`config.mk`:
```
export PLATFORM = sky130hd
export DESIGN_NAME = seven_segment_decoder
export DESIGN_NICKNAME = d
export VERILOG_FILES = /design/src/rtl/seven_segment_decoder.sv
export SDC_FILE = /design/constraint.sdc
export NUM_CORES = 1
export LEC_CHECK = 0
export CAP_MARGIN = 5
export CORE_UTILIZATION = 43
export DETAILED_ROUTE_END_ITERATION = 8
export PLACE_DENSITY = 0.67
export SYNTH_ARGS = -nofsm -noshare
export SYNTH_HDL_FRONTEND = slang
export SYNTH_SLANG_ARGS = --single-unit
```
`constraint.sdc`:
```
create_clock -name clk -period 3.3 [get_ports clk]
set_input_delay 0.66 -clock clk [delete_from_list [all_inputs] [get_ports clk]]
set_output_delay 0.66 -clock clk [all_outputs]
set_load 0.005 [all_outputs]
```
`src/rtl/seven_segment_decoder.sv`:
```
// Seven-segment bus receiver: glitch-filters (seg, dig_sel), decodes to hex nibbles, assembles frames.
// Latency: capture on the STABLE_CYCLES-th stable edge; frame_valid one edge after the last capture.
// Backpressure: frame held until frame_ack; captures keep refreshing shadow, newest shadow sent on ack.
module seven_segment_decoder #(
    parameter int NUM_DIGITS     = 4,
    parameter int STABLE_CYCLES  = 3,
    parameter int SEG_ACTIVE_LOW = 0
) (
    input  logic                    clk,
    input  logic                    rst,
    input  logic [6:0]              seg_in,
    input  logic [NUM_DIGITS-1:0]   dig_sel,
    input  logic                    frame_ack,
    input  logic                    err_clr,
    output logic                    frame_valid,
    output logic [4*NUM_DIGITS-1:0] value_out,
    output logic [NUM_DIGITS-1:0]   blank_out,
    output logic                    err
);

    localparam logic [3:0] STABLE = 4'(STABLE_CYCLES);

    // {legal, blank, nibble}
    function automatic logic [5:0] decode(input logic [6:0] pat);
        case (pat)
            7'h3F:   decode = 6'b10_0000;
            7'h06:   decode = 6'b10_0001;
            7'h5B:   decode = 6'b10_0010;
            7'h4F:   decode = 6'b10_0011;
            7'h66:   decode = 6'b10_0100;
            7'h6D:   decode = 6'b10_0101;
            7'h7D:   decode = 6'b10_0110;
            7'h07:   decode = 6'b10_0111;
            7'h7F:   decode = 6'b10_1000;
            7'h6F:   decode = 6'b10_1001;
            7'h77:   decode = 6'b10_1010;
            7'h7C:   decode = 6'b10_1011;
            7'h39:   decode = 6'b10_1100;
            7'h5E:   decode = 6'b10_1101;
            7'h79:   decode = 6'b10_1110;
            7'h71:   decode = 6'b10_1111;
            7'h00:   decode = 6'b11_0000;
            default: decode = 6'b00_0000;
        endcase
    endfunction

    logic [6:0]              prev_p_q, prev_p_d;
    logic [NUM_DIGITS-1:0]   prev_sel_q, prev_sel_d;
    logic [3:0]              cnt_q, cnt_d;
    logic                    latch_q, latch_d;
    logic [4*NUM_DIGITS-1:0] shadow_val_q, shadow_val_d;
    logic [NUM_DIGITS-1:0]   shadow_blk_q, shadow_blk_d;
    logic [NUM_DIGITS-1:0]   seen_q, seen_d;
    logic                    fv_q, fv_d;
    logic [4*NUM_DIGITS-1:0] val_q, val_d;
    logic [NUM_DIGITS-1:0]   blk_q, blk_d;
    logic                    err_q, err_d;

    logic [6:0] p;
    logic [5:0] dec;
    logic       same, latch_eff, fire, onehot, cap_ok, cap_bad, xfer;

    always_comb begin
        p          = (SEG_ACTIVE_LOW != 0) ? ~seg_in : seg_in;
        dec        = decode(p);
        same       = (p == prev_p_q) && (dig_sel == prev_sel_q);
        prev_p_d   = p;
        prev_sel_d = dig_sel;
        latch_eff  = same && latch_q;
        if (!same)
            cnt_d = 4'd1;
        else if (cnt_q >= STABLE)
            cnt_d = STABLE;
        else
            cnt_d = cnt_q + 4'd1;
        // A capture happens once per stable hold: the latch blocks repeats until the pair changes.
        fire    = (cnt_d == STABLE) && !latch_eff;
        latch_d = latch_eff || fire;
        onehot  = (dig_sel != '0) && ((dig_sel & (dig_sel - 1'b1)) == '0);
        cap_ok  = fire && onehot && dec[5];
        cap_bad = fire && onehot && !dec[5];

        xfer  = (&seen_q) && (!fv_q || frame_ack);
        val_d = val_q;
        blk_d = blk_q;
        fv_d  = fv_q;
        if (xfer) begin
            val_d = shadow_val_q;
            blk_d = shadow_blk_q;
            fv_d  = 1'b1;
        end else if (frame_ack) begin
            fv_d  = 1'b0;
        end

        // Seen clears on transfer first so a same-edge capture counts toward the next frame.
        seen_d       = xfer ? '0 : seen_q;
        shadow_val_d = shadow_val_q;
        shadow_blk_d = shadow_blk_q;
        if (cap_ok) begin
            for (int i = 0; i < NUM_DIGITS; i++) begin
                if (dig_sel[i]) begin
                    shadow_val_d[4*i +: 4] = dec[3:0];
                    shadow_blk_d[i]        = dec[4];
                    seen_d[i]              = 1'b1;
                end
            end
        end

        if (cap_bad)
            err_d = 1'b1;
        else if (err_clr)
            err_d = 1'b0;
        else
            err_d = err_q;
    end

    always_ff @(posedge clk) begin
        if (rst) begin
            prev_p_q     <= '0;
            prev_sel_q   <= '0;
            cnt_q        <= '0;
            latch_q      <= 1'b0;
            shadow_val_q <= '0;
            shadow_blk_q <= '0;
            seen_q       <= '0;
            fv_q         <= 1'b0;
            val_q        <= '0;
            blk_q        <= '0;
            err_q        <= 1'b0;
        end else begin
            prev_p_q     <= prev_p_d;
            prev_sel_q   <= prev_sel_d;
            cnt_q        <= cnt_d;
            latch_q      <= latch_d;
            shadow_val_q <= shadow_val_d;
            shadow_blk_q <= shadow_blk_d;
            seen_q       <= seen_d;
            fv_q         <= fv_d;
            val_q        <= val_d;
            blk_q        <= blk_d;
            err_q        <= err_d;
        end
    end

    assign frame_valid = fv_q;
    assign value_out   = val_q;
    assign blank_out   = blk_q;
    assign err         = err_q;

endmodule
```
=== Yosys cells after proc, flatten, opt, wreduce, memory -nomap -nowiden ===
Index checks and enable logic that the tools add are counted.

* $add $sub $neg: 2
* Multipliers: 0
* Divide/modulo/power cells: 0
* Order comparisons: 1
* Equality and inequality tests: 19
* Shift operators: 0
* Mux-type cells: 13
* Bitwise gates (word level): 1
* Reductions and logical operators: 23

{| class="wikitable"
|+ Operators by type and width
! kind !! number
|-
| 6-bit one-hot mux with 17 select lines || 1
|-
| 7-bit equality test (second input constant) || 12
|-
| 4-bit 2-to-1 mux || 4
|-
| 7-bit by 3-bit equality test with 1-bit output (second input constant) || 2
|-
| 7-bit by 6-bit equality test with 1-bit output (second input constant) || 2
|-
| 1-bit logical AND || 8
|-
| 1-bit 2-to-1 mux || 8
|-
| 2-bit AND reduction || 4
|-
| 7-bit equality test || 1
|-
| 7-bit logical NOT || 1
|-
| 4-bit by 1-bit adder with 4-bit output (second input constant) || 1
|-
| 4-bit bitwise AND || 1
|-
| 4-bit by 2-bit equality test with 1-bit output (second input constant) || 1
|-
| 4-bit equality test || 1
|-
| 4-bit by 2-bit greater-or-equal comparator with 1-bit output (second input constant) || 1
|-
| 4-bit logical NOT || 1
|-
| 4-bit AND reduction || 1
|-
| 2-bit nonzero test || 2
|-
| 4-bit nonzero test || 1
|-
| 4-bit by 1-bit subtractor with 4-bit output (second input constant) || 1
|-
| 1-bit logical NOT || 3
|-
| 1-bit logical OR || 2
|}

* Register bits: 62
* Bits in latches: 0
* RAM bits: 0
* ROM bits: 0
* Bits of input ports: 15
* Memories kept: 0

=== Logic depth before layout (Yosys ltp) ===
* Depth in word-level cells: 8
* Depth in mapped cells: 9
* Gate-level depth less buffers: 6

=== Least setup slack after synthesis ===
Ideal clock, no wire load.

* Kind: input to register
* From: input port seg_in[0]
* To: register shadow_val_q[0]
* Setup time: 0.134 ns
* Arrival: 2.413 ns
* Required time: 3.166 ns
* Path slack: 0.752 ns
* Stages: 8
* Buffers on the path: 2
* Path through: buf_2 clkbuf_1 xor2_1 nor4_2 nand3_2 nor4_4 nand3_4 mux2i_1

* Cells in the longest elaborated chain, start to end: 8
* Elaborated cells on any way between the ends: 28
* Classes of those cells: eq/ne (18); mux (2); reduce/logical (8)

{| class="wikitable"
|+ RTL lines
! what !! line !! text
|-
| start: declaration || 11 || <nowiki>input logic [6:0] seg_in,</nowiki>
|-
| 7-bit equality test || 66 || <nowiki>same = (p == prev_p_q) && (dig_sel == prev_sel_q);</nowiki>
|-
| 1-bit logical AND || 66 ||
|-
| 4-bit 2-to-1 mux or 1-bit logical AND (tied branches) || 70, 69 ||
|-
| 4-bit by 2-bit equality test with 1-bit output or 1-bit logical NOT (tied branches) || 77 || <nowiki>fire = (cnt_d == STABLE) && !latch_eff;</nowiki>
|-
| 1-bit logical AND || 77 ||
|-
| 1-bit logical AND (2 in a row) || 80 || <nowiki>cap_ok = fire && onehot && dec[5];</nowiki>
|-
| 2-bit AND reduction (no line) || -- ||
|-
| end signal: assignment || 135 || <nowiki>shadow_val_q <= shadow_val_d;</nowiki>
|-
| end: declaration || 51 || <nowiki>logic [4*NUM_DIGITS-1:0] shadow_val_q, shadow_val_d;</nowiki>
|}

Several ways; a longest one is shown, not always the timed one.
A chain may end at the register's enable or synchronous reset.

=== Worst setup path in the final report ===
* From: input port seg_in[5]
* To: register shadow_val_q[10]

Same word-level chain as after synthesis.

==> flow_metrics.tcl <==
set metrics [dict create \
    place_congestion 0.864 \
    num-nets-final 361 \
    clock_tree.root_cell "clkbuf_8" \
    syn_to_final_growth_pct 24.2 \
    worst-path-max-fanout 13 \
    ant_nets 0 \
    netlist_instances 308 \
    drive_gt1_share_pct 11.4 \
    worst_setup_path_end_kind "flip-flop" \
    cts_hold_buffers 0 \
    yosysMostFrequentCell "nand2_1" \
    fin_tns_setup_ns 0 \
    cts_setup_buffers 0 \
    nFillCells 560 \
    numCtsBuffers 9 \
    clkTransAtPathRegs_ns 0.07 \
    core_um2 6030 \
    grt_max_degree 26 \
    synth_edf_count 0 \
    dr.pass1.iters 4 \
    yosys_warnings 0 \
    rsz0062_at_grt "no" \
    avgSynthCellArea_um2 8.83 \
    cp.arrival_ns 2.97 \
    cts_buffer_depth 2 \
    setup_violations 0 \
    initial_core_util_pct 45.1 \
    p_total_mw 1.52 \
    hold_path_depth 2 \
    place_hpwl_um 3790 \
    syn_area_um2 2720 \
    ys_top_cells_by_area "dfxtp_1 (46%), nand2_1 (9.9%), mux2i_1 (7.4%), a21oi_1 (6.1%), xor2_1 (3.5%)" \
    synth_top_area_cell "dfxtp_1" \
    max_cap_viol_count 0 \
    hold_viol 0 \
    grt_pass1_wl_um 9030 \
    grt_pass1_vias 1913 \
    post_cts_resized 0 \
    synthSimpleGateAreaFrac_pct 27.7 \
    leakage_nw 1.31 \
    die_area_um2 6650 \
    synth_mux_area_share_pct 7.36 \
    r2r_cells 7 \
    io_pins 37 \
    timing.hold.ws_ns 0.454 \
    period_share_pct 82.0 \
    synthFlopType "dfxtp_1" \
    yosysSeqAreaShare_pct 45.6 \
    die-width_um 81.5 \
    outcome "complete, no violations" \
    portBuffers 36 \
    antenna_found_initial 0 \
    overflow 0 \
    synthArstFlopShare_pct 0 \
    track_usage_pct 18.5 \
    synth_cell_type_count 44 \
    drv_slew 0 \
    worstPathRequired_ns 3.56 \
    clk_latency_ns 0.34 \
    synthTopCellsByCount "nand2_1 (72), dfxtp_1 (62), a21oi_1 (33)" \
    drc 0 \
    num_rows 28 \
    n_antenna_cell 0 \
    wl_per_cell_um 13.1 \
    yosys.area_share.xor_xnor_pct 3.86 \
    tightest_slew_ns 0.930 \
    routed_via_density 5.06 \
    clock-sinks 62 \
    synth_top_family_by_area "simple AND/OR/NAND/NOR gates" \
    ir_worst_vdd_mv 0.230 \
    hp-class "flip-flop to flip-flop" \
    synth-compound-area-share_pct 10.3 \
    vias 2151 \
    drtIter0Drc 82 \
    die_h_um 81.5 \
    min_period_ns 2.71 \
    synthAdderAreaFrac_pct 0.460 \
    criticalPathCategory "input pin to flip-flop" \
    cts_tree "built" \
    slew_headroom_pct 38.0 \
    skew_ns 0.00548 \
    critPathLaunchType "input pin" \
    fmax_mhz 370 \
    wl_um 5560 \
    yosysTopAreaCellShare_pct 45.6 \
    ys_seq_elements 62 \
    htreeDepth 3 \
    p_per_area_nw_per_um2 449 \
]
[power breakdown]
part,switching [mW],internal (mW)
combinational,0.0653,0.0521
sequential,0.00346,0.757
clock,0.297,0.343
[stage by stage]
stage / worst slack [ns] / instance area [µm²] / util, % / cells
after floorplan: 0.752 / 2720 / - / 309
after global placement: 0.241 / 3190 / 52.9 / 409
after detailed placement: 0.268 / 3190 / 52.9 / 409
after CTS: 0.625 / 3380 / 56.1 / 425
after global routing: 0.460 / 3380 / 56.1 / 425
final: 0.594 / 3380 / 56.1 / 425
[placed cells by master, fill, tap and decap left out, types with 2 or more instances in the layout]
master	Yosys	routed
xor2_1	11	11
nand2_1	72	72
and4b_1	2	2
mux2i_1	20	20
conb_1	1	2
clkdlybuf4s50_1	0	36
o21ai_0	7	7
inv_1	3	3
clkbuf_8	0	9
buf_4	0	11
nor2b_1	12	12
dfxtp_1	62	62
nor3_1	5	5
clkinv_2	0	4
buf_12	0	2
nand4_1	5	5
or3_1	2	2
o31ai_1	2	2
and3b_1	2	2
or3b_2	2	2
nor3b_1	2	2
nor2_1	5	5
clkinvlp_4	0	2
nand3_4	4	4
nand2b_1	5	5
nand4b_1	2	2
nand3_1	4	4
nand3b_1	2	2
a21oi_1	33	33
nor4_2	2	2
[registers in the layout, indices dropped and copies added, names as in the netlist]
name          cells
frame_valid       1
seen_q            4
blank_out         4
value_out        16
prev_p_q          7
shadow_val_q     16
cnt_q             4
shadow_blk_q      4
latch_q           1
err               1
prev_sel_q        4
[routing by layer]
layer,vias up,GRT usage (%),wire [µm]
met3,2,6.33,163
li1,1122,-,-
met4,0,8.57,47
met2,40,27.3,2540
met5,-,0,0
met1,987,24.2,2810
[layout make-up]
type                            count  area [µm²]  area share, %
Tap cell                           75        93.8           2.78
Multi-Input combinational cell    220        1360           40.3
Inverter                            3        11.3          0.333
Sequential cell                    62        1240           36.7
Clock inverter                      7        65.1           1.93
Clock buffer                        9         124           3.67
Timing Repair Buffer               49         483           14.3
[logic make-up (layout without fill, tap and decap cells)]
family                     Yosys count  in the layout
DFF                                 62             62
xor gates and xnor gates            12             12
muxes                               20             20
other                                1              2
buffers and inverters               27             68
adders and majority gates            1              1
AOI/OAI and AO/OA                   50             50
and+or+nand+nor                    135            135
[critical path, stage by stage]
cell and delay (ns):
clkdlybuf4s50_1 0.63, and4b_1 0.30, o21ai_1 0.13, o211ai_1 0.14
or4_1 0.60, buf_12 0.17, nand3_4 0.12, mux2i_1 0.21
[final timing paths]
| path | from | slack [ns] | endpoint |
|---|---|---|---|
| hold / removal | value_out[15] | 0.45 | value_out[15] |
| hold reg to reg | value_out[15] | 0.45 | value_out[15] |
| setup reg to reg | prev_p_q[2] | 1.40 | shadow_val_q[0] |
| setup / recovery | seg_in[5] | 0.59 | shadow_val_q[10] |
Note: power is estimated with default switching activity, not from simulation.
